## src/rtl/bcd_serial_addsub.sv

```systemverilog
`default_nettype none
// ============================================================================
// Module   : bcd_serial_addsub
// Brief    : Digit-serial packed-BCD adder/subtractor, one digit per clock,
//            least-significant digit first. Define BCD_SUB_EN to enable the
//            ten's-complement subtraction path.
// Revision : 1.0 - initial release
// ============================================================================
module bcd_serial_addsub #(
    parameter int DIGITS = 4
) (
    input  logic                clk,
    input  logic                rst_n,
    input  logic                start,
    input  logic [4*DIGITS-1:0] a,
    input  logic [4*DIGITS-1:0] b,
    input  logic                sub,
    output logic                busy,
    output logic                done,
    output logic [4*DIGITS-1:0] sum,
    output logic                cout,
    output logic                err
);
    localparam int c_WIDTH = 4 * DIGITS;
    localparam int c_IDX_W = (DIGITS > 1) ? $clog2(DIGITS) : 1;
    localparam logic [c_IDX_W-1:0] c_LAST_IDX = c_IDX_W'(DIGITS - 1);

    typedef enum logic [1:0] {
        c_ST_IDLE = 2'd0,
        c_ST_RUN  = 2'd1,
        c_ST_DONE = 2'd2
    } state_t;

    state_t             r_state_q, w_state_d;
    logic [c_WIDTH-1:0] r_a_q, w_a_d;
    logic [c_WIDTH-1:0] r_b_q, w_b_d;
    logic [c_WIDTH-1:0] r_sum_q, w_sum_d;
    logic [c_IDX_W-1:0] r_idx_q, w_idx_d;
    logic               r_carry_q, w_carry_d;
    logic               r_cout_q, w_cout_d;
    logic               r_err_q, w_err_d;
    logic               r_busy_q, w_busy_d;
    logic               r_done_q, w_done_d;
    logic               w_sub_start;
    logic [3:0]         w_a_dig, w_b_dig, w_bd, w_sum_dig;
    logic [4:0]         w_t;
    logic               w_carry_nxt;

`ifdef BCD_SUB_EN
    logic               r_sub_q, w_sub_d;
    assign w_sub_start = sub;
`else
    // Port kept for pin compatibility; addition only.
    logic               w_sub_unused;
    assign w_sub_unused = sub;
    assign w_sub_start  = 1'b0;
`endif

    function automatic logic has_bad_digit(input logic [c_WIDTH-1:0] v);
        logic bad;
        bad = 1'b0;
        for (int i = 0; i < DIGITS; i++) begin
            if (v[4*i +: 4] > 4'd9) bad = 1'b1;
        end
        return bad;
    endfunction

    // Single-digit BCD add of the digit selected by the index.
    always_comb begin
        w_a_dig = r_a_q[{r_idx_q, 2'b00} +: 4];
        w_b_dig = r_b_q[{r_idx_q, 2'b00} +: 4];
`ifdef BCD_SUB_EN
        w_bd    = r_sub_q ? (4'd9 - w_b_dig) : w_b_dig;
`else
        w_bd    = w_b_dig;
`endif
        w_t     = {1'b0, w_a_dig} + {1'b0, w_bd} + {4'd0, r_carry_q};
        if (w_t > 5'd9) begin
            w_sum_dig   = w_t[3:0] + 4'd6;
            w_carry_nxt = 1'b1;
        end else begin
            w_sum_dig   = w_t[3:0];
            w_carry_nxt = 1'b0;
        end
    end

    always_comb begin
        w_state_d = r_state_q;
        w_a_d     = r_a_q;
        w_b_d     = r_b_q;
        w_sum_d   = r_sum_q;
        w_idx_d   = r_idx_q;
        w_carry_d = r_carry_q;
        w_cout_d  = r_cout_q;
        w_err_d   = r_err_q;
`ifdef BCD_SUB_EN
        w_sub_d   = r_sub_q;
`endif
        case (r_state_q)
            c_ST_IDLE, c_ST_DONE: begin
                if (start) begin
                    w_a_d     = a;
                    w_b_d     = b;
                    w_carry_d = w_sub_start;
                    w_idx_d   = '0;
                    w_err_d   = has_bad_digit(a) | has_bad_digit(b);
`ifdef BCD_SUB_EN
                    w_sub_d   = sub;
`endif
                    w_state_d = c_ST_RUN;
                end else begin
                    w_state_d = c_ST_IDLE;
                end
            end
            c_ST_RUN: begin
                w_sum_d[{r_idx_q, 2'b00} +: 4] = w_sum_dig;
                w_carry_d = w_carry_nxt;
                if (r_idx_q == c_LAST_IDX) begin
                    w_cout_d  = w_carry_nxt;
                    w_state_d = c_ST_DONE;
                end else begin
                    w_idx_d   = r_idx_q + 1'b1;
                end
            end
            default: w_state_d = c_ST_IDLE;
        endcase
        w_busy_d = (w_state_d == c_ST_RUN);
        w_done_d = (r_state_q == c_ST_RUN) && (w_state_d == c_ST_DONE);
    end

    always_ff @(posedge clk or negedge rst_n) begin
        if (!rst_n) begin
            r_state_q <= c_ST_IDLE;
            r_a_q     <= '0;
            r_b_q     <= '0;
            r_sum_q   <= '0;
            r_idx_q   <= '0;
            r_carry_q <= 1'b0;
            r_cout_q  <= 1'b0;
            r_err_q   <= 1'b0;
            r_busy_q  <= 1'b0;
            r_done_q  <= 1'b0;
`ifdef BCD_SUB_EN
            r_sub_q   <= 1'b0;
`endif
        end else begin
            r_state_q <= w_state_d;
            r_a_q     <= w_a_d;
            r_b_q     <= w_b_d;
            r_sum_q   <= w_sum_d;
            r_idx_q   <= w_idx_d;
            r_carry_q <= w_carry_d;
            r_cout_q  <= w_cout_d;
            r_err_q   <= w_err_d;
            r_busy_q  <= w_busy_d;
            r_done_q  <= w_done_d;
`ifdef BCD_SUB_EN
            r_sub_q   <= w_sub_d;
`endif
        end
    end

    assign busy = r_busy_q;
    assign done = r_done_q;
    assign sum  = r_sum_q;
    assign cout = r_cout_q;
    assign err  = r_err_q;

endmodule
`default_nettype wire

```

## config.mk

```make
export PLATFORM = sky130hd
export DESIGN_NAME = bcd_serial_addsub
export DESIGN_NICKNAME = d
export VERILOG_FILES = /design/src/rtl/bcd_serial_addsub.sv
export SDC_FILE = /design/constraint.sdc
export NUM_CORES = 1
export LEC_CHECK = 0
export ABC_AREA = 0
export CAP_MARGIN = 15
export CORE_AREA = 2 2 111 70
export CTS_CLUSTER_DIAMETER = 80
export DETAILED_ROUTE_END_ITERATION = 16
export DIE_AREA = 0 0 113 72
export DONT_BUFFER_PORTS = 1
export GPL_TIMING_DRIVEN = 1
export HOLD_SLACK_MARGIN = 0.15
export SETUP_SLACK_MARGIN = 0.02
export SKIP_CTS_REPAIR_TIMING = 1
export SLEW_MARGIN = 15
export SYNTH_ARGS = -nofsm -noshare
export SYNTH_HDL_FRONTEND = slang
export SYNTH_SLANG_ARGS = --single-unit
export TNS_END_PERCENT = 1
```

## constraint.sdc

```tcl
create_clock -name clk -period 11 [get_ports clk]
set_input_delay 2.2 -clock clk [delete_from_list [all_inputs] [get_ports clk]]
set_output_delay 2.2 -clock clk [all_outputs]
set_load 0.005 [all_outputs]
```

* Yosys cells after proc, flatten, opt, wreduce, memory -nomap -nowiden
Index checks and enable logic that the tools add are counted.
** Word-level totals
- Flip-flop bits (word level) :: 57
- Logic and storage cells :: 67
- Output and inout port bits :: 20
- Input port bits :: 36
** Operators by class
- Multiplexer cells :: 23
- Add/subtract/negate cells :: 5
- Shifts and indexed selects :: 4
- Bitwise logic cells :: 1
- Reduce and logical (&&, ||, !) cells :: 8
- Equal/unequal tests :: 7
- $lt $le $gt $ge :: 9
** Operators with widths (number)
- $gt A4 B4 Y1 const B :: 8
- $shiftx A16 B5 Y4 :: 2
- $bwmux W16 :: 1
- $shift A4 B6 Y16 const A :: 1
- $shiftx A4 B6 Y16 :: 1
- $mux W1 :: 15
- $pmux W2 S2 :: 2
- $eq A2 B2 Y1 const B :: 3
- $mux W2 :: 3
- $neg A4 Y6 :: 1
- $reduce_and A2 Y1 :: 3
- $add A4 B4 Y5 :: 1
- $add A5 B1 Y5 :: 1
- $gt A5 B4 Y1 const B :: 1
- $add A4 B3 Y4 const B :: 1
- $eq A2 B1 Y1 const B :: 2
- $mux W4 :: 1
- $ne A2 B2 Y1 const B :: 2
- $reduce_and A3 Y1 :: 1
- $add A2 B1 Y2 const B :: 1
- $logic_not A2 Y1 :: 1
- $pmux W1 S2 :: 1
- $reduce_bool A2 Y1 :: 1
- $reduce_or A2 Y1 :: 1
- 2 further kinds :: 2

* Depth between registers and ports, before layout
- Depth in word-level cells :: 8
- Mapped depth :: 12

* Worst setup path before layout
Ideal clock, no wire load.
- Path type :: flip-flop to flip-flop
- Start :: register r_idx_q[0]
- End :: register r_sum_q[2] (netlist: sum[2])
- Required time :: 10879 ps
- Path buffers :: 1
- Clock period less this slack :: 3510 ps
- Path slack :: 7490 ps
- Data arrival time :: 3389 ps
- Cell stages (with the launch flop) :: 12
- Path through :: dfrtp_1 buf_2 mux4_2 fa_1 inv_1 fa_1 ha_1 a21boi_2 nor4bb_2 or4_1 nand3_2 a22o_1
** Between the ends
- Cells in the longest elaborated chain, start to end :: 7
- Elaborated cells between the ends (all ways) :: 11
** Ends and longest elaborated chain
- from (decl) :: RTL line 38 : logic [c_IDX_W-1:0] r_idx_q, w_idx_d;
- from (signal assigned) :: RTL line 151 : r_idx_q <= w_idx_d;
- $shiftx A16 B5 Y4 (on tied branches) :: RTL line 70, 71
- $add A4 B4 Y5 :: RTL line 77 : w_t = {1'b0, w_a_dig} + {1'b0, w_bd} + {4'd0, r_carry_q};
- $add A5 B1 Y5 :: RTL line 77
- $add A4 B3 Y4 / $gt A5 B4 Y1 (equally long branches) :: RTL line 79, 78
- $mux W4 :: RTL line 78 : if (w_t > 5'd9) begin
- $shiftx A4 B6 Y16 :: RTL line 116 : w_sum_d[{r_idx_q, 2'b00} +: 4] = w_sum_dig;
- $bwmux W16 * :: RTL line 116
- to (signal assigned) :: RTL line 150 : r_sum_q <= w_sum_d;
- to (decl) :: RTL line 37 : logic [c_WIDTH-1:0] r_sum_q, w_sum_d;
Mark *: on every way between the ends. The rest lies on a longest branch, timed or not.
A chain may end at the register's enable or synchronous reset.

* Worst setup path after layout
- Start :: register r_idx_q[0]
- End :: register r_sum_q[10] (netlist: sum[10])
Same word-level chain as after synthesis.

==> impl_metrics.tcl <==
set metrics [dict create \
    nets 271 \
    wl_mm 6.04 \
    die_w_microns 113 \
    yosysTopAreaCell "dfrtp_1" \
    grt_pass1_vias 1835 \
    synth_area_leaders "dfrtp_1 (52%), mux2_2 (13%), mux4_2 (6.5%)" \
    seq_area_sq_um 1430 \
    numPortBuffers 0 \
    tritoncts "yes" \
    synthesis.nets 266 \
    syn_to_final_growth_pct 15.0 \
    num_vias 1752 \
    nFillCells 653 \
    critPathCaptureType "flip-flop" \
    post-route-drc-count 6 \
    multiInputGateArea_sq_um 1290 \
    initial_core_util 0.391 \
    async_flop_share 1.00 \
    die_y_microns 72 \
    drt-pass1-iter-count 11 \
    fin_tns_setup_ns 0 \
    reg2reg_slack_ns 6.85 \
    vias_per_cell 5.48 \
    hpwl_mm 4.30 \
    maxCapViolations 0 \
    postRouteAntennaNets 0 \
    worstReg2RegStart "r_idx_q[0]" \
    fmax_mhz 241 \
    timing.rr.end "sum[10]" \
    die-area_sq_um 8140 \
    ys.flop_type "dfrtp_1" \
    grt_overflow_total 0 \
    rows 24 \
    crit_arrival_ns 4.35 \
    reg2regPathDepth 10 \
    synth_cells 217 \
    setup_viol 0 \
    cts_num_sinks 57 \
    grt_max_degree 58 \
    hold_viol 0 \
    tightest_slew_ns 0.784 \
    grt_pass1_wl_mm 9.95 \
    synth_cell_type_count 37 \
    worstPathRequired_ns 11.21 \
    ios 56 \
    cts_buffer_depth 2 \
    routedWlPerCell_microns 18.9 \
    clock_latency_ns 0.32 \
    root_buffer "clkbuf_16" \
    ys_seq_elements 57 \
    violations "DRC" \
    whs_endpoint "r_b_q[6]" \
    critPathMaxFanout 15 \
    clk_pin_slew_ns 0.05 \
    synth_seq_area_share 0.515 \
    cp-start-kind "flip-flop" \
    cts-buffers-inserted 9 \
    synth_warnings 0 \
    netlist_area_sq_um 2770 \
    synth_edf_count 0 \
    fin_crit_ns 4.15 \
    fin_skew_ns 0.00467 \
    relSlewSlack 0.477 \
    fin_crit_sh 0.377 \
    grtUsageTotal 0.166 \
    h-tree-depth 3 \
    drive_above_1_share 0.291 \
    min-delay-path-class "flip-flop to flip-flop" \
    min_from "r_b_q[6]" \
    rsz0062_at_grt "false" \
    place_congestion 0.717 \
    drt_iter0_drc 44 \
    avgSynthCellArea_sq_um 12.8 \
    core-area_sq_um 7090 \
    criticalPathCategory "flip-flop to flip-flop" \
    whs_path_depth 1 \
    slew_violations 0 \
    status "finished with violations" \
    synth.top_cell.area_share 0.515 \
    antenna_found_initial 2 \
]
[cell type report]
type | instances | area share
sequential | 57 | 0.448
multi-input combinational | 147 | 0.405
clock buffer | 12 | 0.0838
tap | 91 | 0.0358
clock inverter | 4 | 0.0157
inverter | 6 | 0.00708
timing repair buffer | 1 | 0.00236
antenna | 2 | 0.00157
[how the worst max path moves through the flow]
stage,end,start
after floorplan,sum[2],r_idx_q[0]
after global placement,sum[10],r_idx_q[0]
after detailed placement,sum[10],r_idx_q[0]
after CTS,sum[10],r_idx_q[0]
after global routing,sum[10],r_idx_q[0]
final,sum[10],r_idx_q[0]
[cell usage in the layout (no fill, tap or decap), types with 3 or more instances in the layout]
| cell type | n |
|---|---|
| o21ai_0 | 10 |
| dfrtp_1 | 57 |
| nand3_1 | 5 |
| nand4_1 | 3 |
| ha_1 | 11 |
| clkbuf_16 | 9 |
| nand2_1 | 16 |
| a22o_1 | 8 |
| nor2_1 | 8 |
| clkbuf_8 | 3 |
| mux2_2 | 33 |
| o21bai_1 | 3 |
| mux4_2 | 8 |
| o21ai_1 | 8 |
| inv_1 | 6 |
[stage by stage]
step | hold slack [ns] | utilization | setup slack, ns | std cells | area, sq um
final | 0.502 | 0.449 | 6.85 | 320 | 3180
after global routing | 0.516 | 0.448 | 6.69 | 318 | 3180
after CTS | 0.502 | 0.448 | 6.90 | 318 | 3180
after detailed placement | 0.491 | 0.404 | 6.93 | 302 | 2860
after global placement | 0.486 | 0.404 | 7.01 | 302 | 2860
after floorplan | 0.475 | - | 7.49 | 217 | 2770
[critical path, cell delays in order (launching register included)]
cell and delay [ns]:
dfrtp_1 0.85, mux4_2 0.63, fa_1 0.43, inv_1 0.10, fa_1 0.52, ha_1 0.29, a21boi_2 0.18, a211oi_1 0.43
or4_1 0.21, nand3_2 0.15, a22o_1 0.24
[cell usage after synthesis (all sizes together) (4+ instances only)]
library cell,number
inv,6
buf,4
o21ai,18
nor2,8
a22o,8
dfrtp,57
ha,11
a21oi,4
mux4,8
nand3,6
mux2,33
nand2,16
[registers in the layout, summed over array words and instances, names as in the netlist]
register and count:
r_b_q 16, busy 1, sum 16, r_carry_q 1
r_state_q 2, err 1, cout 1, done 1
r_idx_q 2, r_a_q 16
[cells by family after synthesis]
kind of cell | share of synthesized area
DFF | 0.515
adders and majority gates | 0.0642
and+or+nand+nor | 0.100
muxes | 0.203
xor gates and xnor gates | 0.00317
AOI/OAI and AO/OA | 0.0945
buffers and inverters | 0.0194
[routing by layer]
metal	wire length (microns)	GRT usage	vias up
met1	2960	0.220	881
met2	2340	0.223	53
met5	0	0	-
li1	-	-	810
met3	665	0.0977	8
met4	80	0.0610	0
Power is not shown: default switching activity piles up to over one toggle a cycle in this logic, so the estimate is an artifact.
